==> src/rtl/cla_pg_pipe_stage_if.sv <==
// Handshake bundle between the operand source, the P/G stage and the carry-logic stage.
// WIDTH and CNT_WIDTH must match the parameters of the attached cla_pg_pipe_stage.
interface cla_pg_pipe_stage_if #(
  parameter int WIDTH     = 8,
  parameter int CNT_WIDTH = 16
);
  logic                   in_valid;
  logic                   in_ready;
  logic [WIDTH-1:0]       a;
  logic [WIDTH-1:0]       b;
  logic                   carry_in;
  logic                   out_valid;
  logic                   out_ready;
  logic [WIDTH-1:0]       p;
  logic [WIDTH-1:0]       g;
  logic [WIDTH/4-1:0]     grp_p;
  logic [WIDTH/4-1:0]     grp_g;
  logic                   out_cin;
  logic [CNT_WIDTH-1:0]   txn_count;

  modport master (
    output in_valid, a, b, carry_in, out_ready,
    input  in_ready, out_valid, p, g, grp_p, grp_g, out_cin, txn_count
  );

  modport slave (
    input  in_valid, a, b, carry_in, out_ready,
    output in_ready, out_valid, p, g, grp_p, grp_g, out_cin, txn_count
  );
endinterface

==> src/rtl/cla_pg_pipe_stage.sv <==
// Registered propagate/generate front end of the CLA datapath with a one-entry
// skid buffer so the input keeps full rate while the carry logic stalls.
module cla_pg_pipe_stage #(
  parameter int WIDTH     = 8,
  parameter int CNT_WIDTH = 16
) (
  input logic             clk,
  input logic             rst,
  cla_pg_pipe_stage_if.slave io
);
  localparam int NG = WIDTH / 4;

  typedef enum logic [1:0] {EMPTY, ONE, FULL} state_t;

  typedef struct packed {
    logic [WIDTH-1:0] p;
    logic [WIDTH-1:0] g;
    logic [NG-1:0]    gp;
    logic [NG-1:0]    gg;
    logic             cin;
  } res_t;

  function automatic res_t pg_calc(input logic [WIDTH-1:0] a, input logic [WIDTH-1:0] b,
                                   input logic cin);
    res_t       r;
    logic [3:0] pk;
    logic [3:0] gk;
    r.p   = a ^ b;
    r.g   = a & b;
    r.cin = cin;
    r.gp  = '0;
    r.gg  = '0;
    for (int k = 0; k < NG; k++) begin
      pk       = r.p[4*k +: 4];
      gk       = r.g[4*k +: 4];
      r.gp[k]  = &pk;
      r.gg[k]  = gk[3] | (pk[3] & gk[2]) | (pk[3] & pk[2] & gk[1]) |
                 (pk[3] & pk[2] & pk[1] & gk[0]);
    end
    return r;
  endfunction

  state_t               state_q, state_d;
  res_t                 m_q, s_q;
  logic                 in_ready_q;
  logic [CNT_WIDTH-1:0] cnt_q;

  res_t pg_in;
  logic in_xfer, out_xfer;
  logic ld_m_in, ld_m_s, ld_s;

  assign pg_in    = pg_calc(io.a, io.b, io.carry_in);
  assign in_xfer  = io.in_valid & in_ready_q;
  assign out_xfer = (state_q != EMPTY) & io.out_ready;

  always_comb begin
    state_d = state_q;
    ld_m_in = 1'b0;
    ld_m_s  = 1'b0;
    ld_s    = 1'b0;
    unique case (state_q)
      EMPTY: begin
        if (in_xfer) begin
          ld_m_in = 1'b1;
          state_d = ONE;
        end
      end
      ONE: begin
        if (in_xfer && out_xfer) begin
          ld_m_in = 1'b1;
        end else if (in_xfer) begin
          ld_s    = 1'b1;
          state_d = FULL;
        end else if (out_xfer) begin
          state_d = EMPTY;
        end
      end
      FULL: begin
        // in_ready is low here, so only the drain path can fire
        if (out_xfer) begin
          ld_m_s  = 1'b1;
          state_d = ONE;
        end
      end
      default: state_d = EMPTY;
    endcase
  end

  // Stage boundary: main/skid registers and handshake state
  always_ff @(posedge clk or posedge rst) begin
    if (rst) begin
      state_q    <= EMPTY;
      in_ready_q <= 1'b0;
      m_q        <= '0;
      s_q        <= '0;
      cnt_q      <= '0;
    end else begin
      state_q    <= state_d;
      in_ready_q <= (state_d != FULL);
      if (ld_m_in)     m_q <= pg_in;
      else if (ld_m_s) m_q <= s_q;
      if (ld_s)        s_q <= pg_in;
      if (in_xfer)     cnt_q <= cnt_q + CNT_WIDTH'(1);
    end
  end

  assign io.in_ready  = in_ready_q;
  assign io.out_valid = (state_q != EMPTY);
  assign io.p         = m_q.p;
  assign io.g         = m_q.g;
  assign io.grp_p     = m_q.gp;
  assign io.grp_g     = m_q.gg;
  assign io.out_cin   = m_q.cin;
  assign io.txn_count = cnt_q;
endmodule
==> src/flat_wrapper.sv <==
// flat-port wrapper written by rule: the top's interface ports become plain ports
module cla_pg_pipe_stage_flat 
#(
  parameter int WIDTH     = 8,
  parameter int CNT_WIDTH = 16
)
  (clk, rst, io_in_valid, io_a, io_b, io_carry_in, io_out_ready, io_in_ready, io_out_valid, io_p, io_g, io_grp_p, io_grp_g, io_out_cin, io_txn_count);
  cla_pg_pipe_stage_if #(.WIDTH(WIDTH), .CNT_WIDTH(CNT_WIDTH)) io_i ();
  input logic clk;
  input logic rst;
  input wire logic [$bits(io_i.in_valid)-1:0] io_in_valid;
  input wire logic [$bits(io_i.a)-1:0] io_a;
  input wire logic [$bits(io_i.b)-1:0] io_b;
  input wire logic [$bits(io_i.carry_in)-1:0] io_carry_in;
  input wire logic [$bits(io_i.out_ready)-1:0] io_out_ready;
  output wire logic [$bits(io_i.in_ready)-1:0] io_in_ready;
  output wire logic [$bits(io_i.out_valid)-1:0] io_out_valid;
  output wire logic [$bits(io_i.p)-1:0] io_p;
  output wire logic [$bits(io_i.g)-1:0] io_g;
  output wire logic [$bits(io_i.grp_p)-1:0] io_grp_p;
  output wire logic [$bits(io_i.grp_g)-1:0] io_grp_g;
  output wire logic [$bits(io_i.out_cin)-1:0] io_out_cin;
  output wire logic [$bits(io_i.txn_count)-1:0] io_txn_count;
  assign io_i.in_valid = io_in_valid;
  assign io_i.a = io_a;
  assign io_i.b = io_b;
  assign io_i.carry_in = io_carry_in;
  assign io_i.out_ready = io_out_ready;
  assign io_in_ready = io_i.in_ready;
  assign io_out_valid = io_i.out_valid;
  assign io_p = io_i.p;
  assign io_g = io_i.g;
  assign io_grp_p = io_i.grp_p;
  assign io_grp_g = io_i.grp_g;
  assign io_out_cin = io_i.out_cin;
  assign io_txn_count = io_i.txn_count;
  cla_pg_pipe_stage #(.WIDTH(WIDTH), .CNT_WIDTH(CNT_WIDTH)) u_core (.clk(clk), .rst(rst), .io(io_i));
endmodule
==> config.mk <==
export PLATFORM = sky130hd
export DESIGN_NAME = cla_pg_pipe_stage_flat
export DESIGN_NICKNAME = d
export VERILOG_FILES = /design/src/rtl/cla_pg_pipe_stage_if.sv /design/src/rtl/cla_pg_pipe_stage.sv /design/src/flat_wrapper.sv
export SDC_FILE = /design/constraint.sdc
export NUM_CORES = 1
export LEC_CHECK = 0
export ABC_CLOCK_PERIOD_IN_PS = 4100
export BUFFER_PORTS_ARGS = -buffer_cell sky130_fd_sc_hd__buf_4
export CORE_MARGIN = 5
export CORE_UTILIZATION = 45
export CTS_CLUSTER_DIAMETER = 40
export DETAILED_ROUTE_END_ITERATION = 16
export GPL_TIMING_DRIVEN = 0
export PLACE_DENSITY = 0.72
export SLEW_MARGIN = 20
export SYNTH_ARGS = -nofsm -noshare
export SYNTH_HDL_FRONTEND = slang
export SYNTH_SLANG_ARGS = --single-unit
==> constraint.sdc <==
create_clock -name clk -period 4.1 [get_ports clk]
set_clock_uncertainty 0.2 [all_clocks]
set_input_delay 0.41 -clock clk [delete_from_list [all_inputs] [get_ports clk]]
set_output_delay 0.41 -clock clk [all_outputs]
set_load 0.01 [all_outputs]
==> summary.txt, run 1 <==
status -> complete, no violations
hold path depth -> 3
ys async rst share -> 100%
critical path cell sequence -> nand2b_1 > nor3_2 > clkbuf_1 > nand2_1 > nand2_1
layout cells sized above 1 -> 27.2%
DRT Pass-1 Iters -> 4
DR top layer -> met4
XOR/XNOR Fraction of Synth Area -> 5.15%
first-pass GRT wire length -> 9880 microns
Avg Cell Area, Syn -> 11.0 sq um
WL met1 -> 2650 microns
synth unique cells -> 37
post-route design area -> 0.00346 sq mm
worst r2r dst -> u_core.s_q[13]
slowest CP cell -> nor3_2
Final Setup Violations -> 0
Post-Syn Nets -> 277
area of the multi-input gates -> 0.00112 sq mm
Bufs on Longest Clock Path -> 2
delay of the slowest critical-path stage -> 0.46 ns
top cells by area, synth -> dfrtp_1, nand2_1, a22o_1
main combinational cell family by area after synthesis -> simple AND/OR/NAND/NOR gates
fin nets -> 349
Vias -> 2048
critical path class -> reg -> reg
maximum clock rate -> 519 MHz
mux contribution to synthesized area -> 1.88%
commonest non-fill, non-tap cell in the layout -> dfrtp_1
number of global-route vias before repair -> 2071
Sink Count -> 61
Synth Register Bits -> 61
total power -> 2.18 mW
simple logic cell fraction of the synthesized area -> 16.5%
critical path arrival -> 1.99 ns
CTS tree -> yes
worst min-delay path startpoint -> io_carry_in
total core area -> 0.00589 sq mm
storage element area -> 0.00153 sq mm
post-CTS sizing -> 0
Post-Synthesis Cells -> 247
placed instance area -> 0.00328 sq mm
Post-Syn Area -> 0.00272 sq mm
Top Family by Delay on Critical Path -> simple AND/OR/NAND/NOR gates
Synth Area in Compound Gates -> 13.5%
top_reg_cell synth -> dfrtp_1
Vias per Instance -> 5.13
TritonCTS buffer count -> 9
WL met2 -> 2890 microns
Area growth, synth to finish -> 27.2%
Placement Setup Slack -> 2.02 ns
Rows -> 28
Synth area leader -> dfrtp_1
Die Wd -> 87.8 microns
Synth Warn # -> 0
Static Leakage -> 1.86 nW
HPWL after DPL -> 4330 microns
Chip Height -> 87.8 microns
insertion delay to the later sink of the worst-skew pair -> 0.33 ns
top cell type's share of synthesized area -> 56.1%
root buffer cell -> clkbuf_8
initial cell density of the core -> 46.3%
Fillers -> 513
die area -> 0.00771 sq mm
EDFF count, synth -> 0
PortBufs -> 59
final WL -> 5930 microns
Peak VDD IR -> 0.265 mV
commonest non-fill, non-tap cells in the layout -> dfrtp_1, nand2_1, buf_4
pwr dens -> 629 mW/mm^2
final hold vios -> 0
WP data required -> 4.16 ns
crit end category -> flip-flop
Pins Over Slew Limit -> 0
R2R depth -> 5
Hold Path Class -> in -> reg
crit start category -> flip-flop
RD Place Congestion -> 0.767
Period Utilization, post-route -> 47.0%
worst setup margin -> 2.17 ns
WP buf/inv -> 1
drt wl/cell -> 14.9 microns
reg2reg setup slack -> 2.17 ns
unrepaired setup endpoints after global routing -> false
met3 WL -> 289 microns
Clock Pin Slew Worst Setup and Hold Paths -> 0.06 ns
n_diodes -> 0
largest net degree at the start of global routing -> 39
final hold slack -> 0.0846 ns
H-tree Lvls -> 3
post-route ant nets -> 0
drt initial violations -> 80
I/O pin count -> 60
cell mode on critical path -> nand2_1
initial antenna violation count -> 0
Hold EP -> u_core.s_q[0]
# DRC -> 0
post-synthesis sequential area ratio -> 56.1%
post-route minimum period -> 1.93 ns
crit-path max FO -> 10
reg2reg start -> u_core.state_q[0]
Rel. slew slack -> 63.3%
Synth Area in Adders -> 4.14%
Total GRT Usage -> 16.7%
total grt overflow -> 0
TNS Setup -> 0 ns
slew of the pin with the lowest slew margin -> 0.547 ns
MaxCap Viol Count -> 0
[worst min-delay path, stage by stage]
cell     delay (ns)
buf_4          0.09
nand2_1        0.04
nand2_1        0.04
[synthesized netlist by cell type, types with 2 or more instances]
cell / number
ha_1: 9
nand4_1: 5
inv_1: 3
a21o_1: 18
xor2_1: 4
nor3_1: 2
a41o_1: 2
dfrtp_1: 61
and3_1: 2
mux2i_1: 4
clkbuf_1: 3
buf_2: 4
nand2_1: 60
nor2_1: 6
a22o_1: 16
a21oi_1: 2
or2_2: 2
nand3_1: 9
o21ai_0: 4
xnor2_1: 12
a221o_1: 3
[cell families after synthesis]
logic type      after synthesis
xor+xnor                     16
flops                        61
fa+ha+maj                     9
simple gates                 96
compound gates               47
mux                           5
buf+inv                      13
[power by group]
group / leakage [nW] / switching [mW] / internal [mW] / total [mW]
Combinational: 0.993 / 0.349 / 0.383 / 0.731
Clock: 0.0877 / 0.215 / 0.253 / 0.468
Sequential: 0.780 / 0.153 / 0.826 / 0.979
[worst max-delay path by stage]
| stage | startpoint | endpoint | slack [ns] | cells after the start |
|---|---|---|---|---|
| 3_3_place_gp | rst | u_core.io.p[5] | 1.23 | 2 |
| 4_1_cts | u_core.state_q[0] | u_core.s_q[13] | 2.18 | 5 |
| 2_1_floorplan | rst | u_core.io.g[0] | 1.98 | 1 |
| 3_5_place_dp | io_out_ready | u_core.s_q[17] | 2.02 | 6 |
| 6_report | u_core.state_q[0] | u_core.s_q[13] | 2.17 | 5 |
| 5_1_grt | u_core.state_q[0] | u_core.s_q[13] | 1.94 | 5 |
[stage by stage]
step | cells | utilization (%)
finish | 399 | 58.8
global route | 399 | 58.8
CTS | 399 | 58.8
detailed placement | 382 | 55.8
global placement | 381 | 55.4
floorplan | 247 | -
[area by class of cell]
cell class	count	share of cell area, %
Multi-Input combinational cell	173	32.3
Buffer	10	1.88
Timing Repair Buffer	61	13.7
Sequential cell	61	44.1
Clock inverter	1	0.145
Inverter	3	0.397
Tap cell	75	2.71
Clock buffer	15	4.80
[registers in the layout, indices dropped and copies added (netlist names)]
name	flops
u_core.s_q	21
u_core.io.txn_count	16
u_core.io.out_cin	1
u_core.io.g	8
u_core.io.grp_g	2
u_core.state_q	2
u_core.io.grp_p	2
u_core.io.in_ready	1
u_core.io.p	8
[routing by layer]
metal,vias up,global-route usage [%]
li1,1002,-
met3,9,2.92
met2,45,26.1
met1,992,22.5
met4,0,8.37
met5,-,0
[what timing repair did]
| item | 4_1_cts | 5_1_grt |
|---|---|---|
| setup buffers | 0 | 0 |
| hold buffers | 1 | 0 |
| hold endpoints to repair | 23 | 0 |
No activity file was read; power rests on OpenSTA's default activity.
==> inputs of run 2 (changes only) <==
- ABC_CLOCK_PERIOD_IN_PS: 4100 -> 1700
- PLACE_DENSITY: 0.72 -> 0.75
- clock period: 4.1 -> 1.7 ns (I/O delays scaled with it)
==> summary.txt, run 2 (same netlist as run 1, synthesis figures left out) <==
status -> finished, violations left
failing checks -> setup timing
final WL -> 6510 microns
Largest register FFs -> 21
largest net degree at the start of global routing -> 32
slew of the pin with the lowest slew margin -> 0.701 ns
root buffer cell -> clkbuf_8
post-route ant nets -> 0
maximum clock rate -> 570 MHz
Fillers -> 476
total core area -> 0.00589 sq mm
MaxCap Viol Count -> 0
total grt overflow -> 0
Vias per Instance -> 5.19
post-route minimum period -> 1.75 ns
Chip Height -> 87.8 microns
critical path class -> reg -> reg
n_diodes -> 0
Sink Count -> 61
crit-path max FO -> 3
final hold slack -> 0.0245 ns
WP data required -> 1.71 ns
Static Leakage -> 2.02 nW
Die Wd -> 87.8 microns
drt initial violations -> 110
unrepaired setup endpoints after global routing -> true
worst setup margin -> -0.0531 ns
Area growth, synth to finish -> 38.1%
final hold vios -> 0
slowest CP cell -> dfrtp_1
Peak VDD IR -> 0.633 mV
insertion delay to the later sink of the worst-skew pair -> 0.33 ns
Bufs on Longest Clock Path -> 2
drt wl/cell -> 15.6 microns
H-tree Lvls -> 3
commonest non-fill, non-tap cell in the layout -> buf_4
Pins Over Slew Limit -> 0
critical path cell sequence -> ha_2 > nand4_1 > nor3_4 > nand3_2 > xnor2_2
Layout Utilization -> 63.9%
Biggest register -> u_core.s_q
layout cells sized above 1 -> 35.0%
CTS tree -> yes
HPWL after DPL -> 4380 microns
Hold Path Class -> in -> reg
Period Utilization, post-route -> 103%
pwr dens -> 1560 mW/mm^2
Clock Pin Slew Worst Setup and Hold Paths -> 0.08 ns
DRT Pass-1 Iters -> 4
RD Place Congestion -> 0.749
reg2reg setup slack -> -0.05 ns
Vias -> 2170
I/O pin count -> 60
Rel. slew slack -> 53.1%
# DRC -> 0
first-pass GRT wire length -> 10500 microns
initial antenna violation count -> 0
delay of the slowest critical-path stage -> 0.39 ns
Final Setup Violations -> 3
number of global-route vias before repair -> 2119
WP buf/inv -> 0
die area -> 0.00771 sq mm
Top Family by Delay on Critical Path -> simple AND/OR/NAND/NOR gates
PortBufs -> 59
Total GRT Usage -> 17.7%
Rows -> 28
crit end category -> flip-flop
commonest non-fill, non-tap cells in the layout -> buf_4, nand2_1, dfrtp_1
TNS Setup -> -0.0836 ns
crit start category -> flip-flop
critical path arrival -> 1.76 ns
total power -> 5.87 mW
TritonCTS buffer count -> 9
initial cell density of the core -> 46.3%
fin nets -> 368
## run 2: cell count changes in the layout (fill, tap and decap cells not counted), sizes merged
cell,change
clkinvlp,+3
dlygate4sd3,+2
buf,+17
inv,-1
clkinv,+2
clkbuf,-6
bufinv,+2
## run 2: per-layer routing
metal	global-route usage (%)	vias up	routed length, microns	share of wire (%)
met5	0	-	0	0
met4	7.11	0	79	1.2
met3	3.48	5	237	3.6
met2	28.5	49	3280	50
met1	23.5	1080	2910	45
li1	-	1036	-	-
## run 2: power by group
part,switching [mW],internal (mW)
Clock,0.576,0.817
Sequential,0.379,1.99
Combinational,0.945,1.15
## run 2: repair_timing
action	in CTS	in global routing
gates resized for setup	9	16
hold endpoints to repair	35	0
hold buffers	3	0
setup buffers	6	11
endpoints found under the setup margin	38	42
pin swaps	3	11
cloned	0	2
## run 2: path summary, 6_finish.rpt
check                                               end  depth (start not counted)                     from
worst max-delay path            u_core.io.txn_count[14]                          5   u_core.io.txn_count[0]
worst min-delay path                     u_core.s_q[13]                          4                  io_a[0]
worst max register to register  u_core.io.txn_count[14]                          5   u_core.io.txn_count[0]
worst min register to register  u_core.io.txn_count[15]                          1  u_core.io.txn_count[15]
max in group asynchronous                 u_core.s_q[1]                          4                      rst
min in group asynchronous                 u_core.s_q[0]                          3                      rst
## run 2: final cells by class
class	instances	area, sq um	share of cell area [%]
sequential	61	1530	40.7
inverter	3	15.0	0.399
clock inverter	7	90.1	2.40
tap	75	93.8	2.50
timing repair buffer	82	669	17.8
buffer	8	70.1	1.86
clock buffer	9	124	3.29
multi-input combinational	173	1170	31.1
## run 2: worst min-delay path, cell delays in order
cell and delay (ns):
buf_4 0.08, ha_1 0.17, nand2_1 0.07, nand2_1 0.05
## run 2: metrics by stage
| stage | worst slack, ns | area [sq um] | instances |
|---|---|---|---|
| final | -0.0531 | 3760 | 418 |
| after global routing | -0.199 | 3760 | 418 |
| after CTS | 0.00662 | 3590 | 405 |
| after detailed placement | -0.263 | 3280 | 382 |
| after global placement | -0.190 | 3260 | 381 |
| after floorplan | -0.0280 | 2730 | 247 |
==> inputs of run 3 (changes only) <==
- ABC_CLOCK_PERIOD_IN_PS: 1700 -> 2000
- PLACE_DENSITY: 0.75 -> 0.72
- clock period: 1.7 -> 2 ns (I/O delays scaled with it)
==> summary.txt, run 3 (same netlist as run 1, synthesis figures left out) <==
part of the power in registers -> 44.9%
Vias -> 2058
largest net degree at the start of global routing -> 39
commonest non-fill, non-tap cells in the layout -> dfrtp_1, nand2_1, buf_4
Total GRT Usage -> 16.8%
die area -> 0.00771 sq mm
post-route minimum period -> 1.88 ns
CTS tree -> yes
Final Setup Violations -> 0
post-route design area -> 0.00349 sq mm
Biggest register -> u_core.s_q
I/O pin count -> 60
H-tree Lvls -> 3
initial antenna violation count -> 0
PortBufs -> 59
# DRC -> 0
MaxCap Viol Count -> 0
crit end category -> flip-flop
maximum clock rate -> 531 MHz
area of the multi-input gates -> 0.00113 sq mm
final WL -> 5920 microns
Clock power frac -> 21.4%
Bufs on Longest Clock Path -> 2
P_int -> 3.00 mW
# Post-CTS Setup Buffers -> 0
slew of the pin with the lowest slew margin -> 0.423 ns
logic gate share of total power -> 33.7%
Chip Height -> 87.8 microns
Area growth, synth to finish -> 28.2%
WP data required -> 2.02 ns
hold path depth -> 4
R2R depth -> 6
critical path class -> reg -> reg
switching pwr -> 1.47 mW
Vias per Instance -> 5.13
pwr dens -> 1280 mW/mm^2
Rel. slew slack -> 71.6%
Sink Count -> 61
drt wl/cell -> 14.8 microns
commonest non-fill, non-tap cell in the layout -> dfrtp_1
first-pass GRT wire length -> 9920 microns
post-route ant nets -> 0
drt initial violations -> 92
status -> complete, no violations
n_diodes -> 0
total grt overflow -> 0
layout cells sized above 1 -> 27.3%
Peak VDD IR -> 0.543 mV
critical path arrival -> 1.90 ns
Period Utilization, post-route -> 94.2%
initial cell density of the core -> 46.3%
delay of the slowest critical-path stage -> 0.45 ns
Largest register FFs -> 21
crit-path max FO -> 10
insertion delay to the later sink of the worst-skew pair -> 0.33 ns
total power -> 4.47 mW
RD Place Congestion -> 0.767
critical path cell sequence -> and3b_2 > and2_4 > buf_6 > buf_8 > a22o_1 > a21o_1
Die Wd -> 87.8 microns
Hold Path Class -> in -> reg
HPWL after DPL -> 4330 microns
unrepaired setup endpoints after global routing -> false
Fillers -> 512
worst setup margin -> 0.117 ns
Pins Over Slew Limit -> 0
slowest CP cell -> dfrtp_1
Rows -> 28
TritonCTS buffer count -> 9
Placement Setup Slack -> 0.0923 ns
number of global-route vias before repair -> 2082
Clock Pin Slew Worst Setup and Hold Paths -> 0.06 ns
total core area -> 0.00589 sq mm
root buffer cell -> clkbuf_8
crit start category -> flip-flop
dpl cells -> 382
TNS Setup -> 0 ns
storage element area -> 0.00153 sq mm
final hold vios -> 0
reg2reg setup slack -> 0.12 ns
Static Leakage -> 1.87 nW
fin nets -> 351
switching share of power -> 32.9%
DRT Pass-1 Iters -> 4
placed instance area -> 0.00328 sq mm
fin cells -> 401
==> run 3: per-stage QoR <==
step                hold slack (ns)  util, %
detailed placement         -0.00982     55.8
CTS                          0.0414     59.2
global route                 0.0862     59.3
global placement              0.214     55.4
finish                       0.0583     59.3
floorplan                     0.105        -
==> run 3: repair_timing <==
item / CTS / global route
hold endpoints to repair: 66 / 0
gates resized for setup: 0 / 3
endpoints found under the setup margin: 0 / 10
hold buffers: 3 / 0
==> run 3: layout make-up <==
| class | instances | share of cell area, % |
|---|---|---|
| plain buffers | 10 | 1.90 |
| clock buffers | 15 | 4.77 |
| clock inverters | 1 | 0.143 |
| inverters | 3 | 0.394 |
| multi-input cells | 173 | 32.3 |
| flip-flops and latches | 61 | 43.7 |
| well taps | 75 | 2.69 |
| repair buffers | 63 | 14.1 |
==> run 3: worst paths after layout <==
kind                                         start                 endpoint
max                              u_core.state_q[1]           u_core.io.p[5]
max in group asynchronous                      rst            u_core.s_q[3]
min                                        io_a[0]           u_core.s_q[13]
max reg2reg                      u_core.state_q[1]           u_core.io.p[5]
min reg2reg                u_core.io.txn_count[15]  u_core.io.txn_count[15]
min in group asynchronous                      rst  u_core.io.txn_count[11]
==> run 3: critical path: cells and delay by family, from the launching register on <==
| family | cells | cell delay (ns) |
|---|---|---|
| buffers and inverters | 2 | 0.28 |
| and+or+nand+nor | 2 | 0.43 |
| DFF | 1 | 0.45 |
| AOI/OAI and AO/OA | 2 | 0.40 |
==> run 3: layer usage <==
layer,vias to the layer above,share of wire (%),global-route usage (%)
met5,-,0,0
met4,0,1.6,8.37
met3,9,5.0,2.92
met2,44,49,26.2
met1,998,45,22.6
li1,1007,-,-
==> run 3: power by group through the flow <==
stage / combinational (mW) / sequential [mW] / clock [mW]
2_1_floorplan: 0.774 / 2.09 / 0
3_3_place_gp: 1.48 / 2.01 / 0
3_5_place_dp: 1.52 / 2.03 / 0
4_1_cts: 1.53 / 2.01 / 0.983
5_1_grt: 1.67 / 2.07 / 1.04
6_report: 1.51 / 2.01 / 0.958
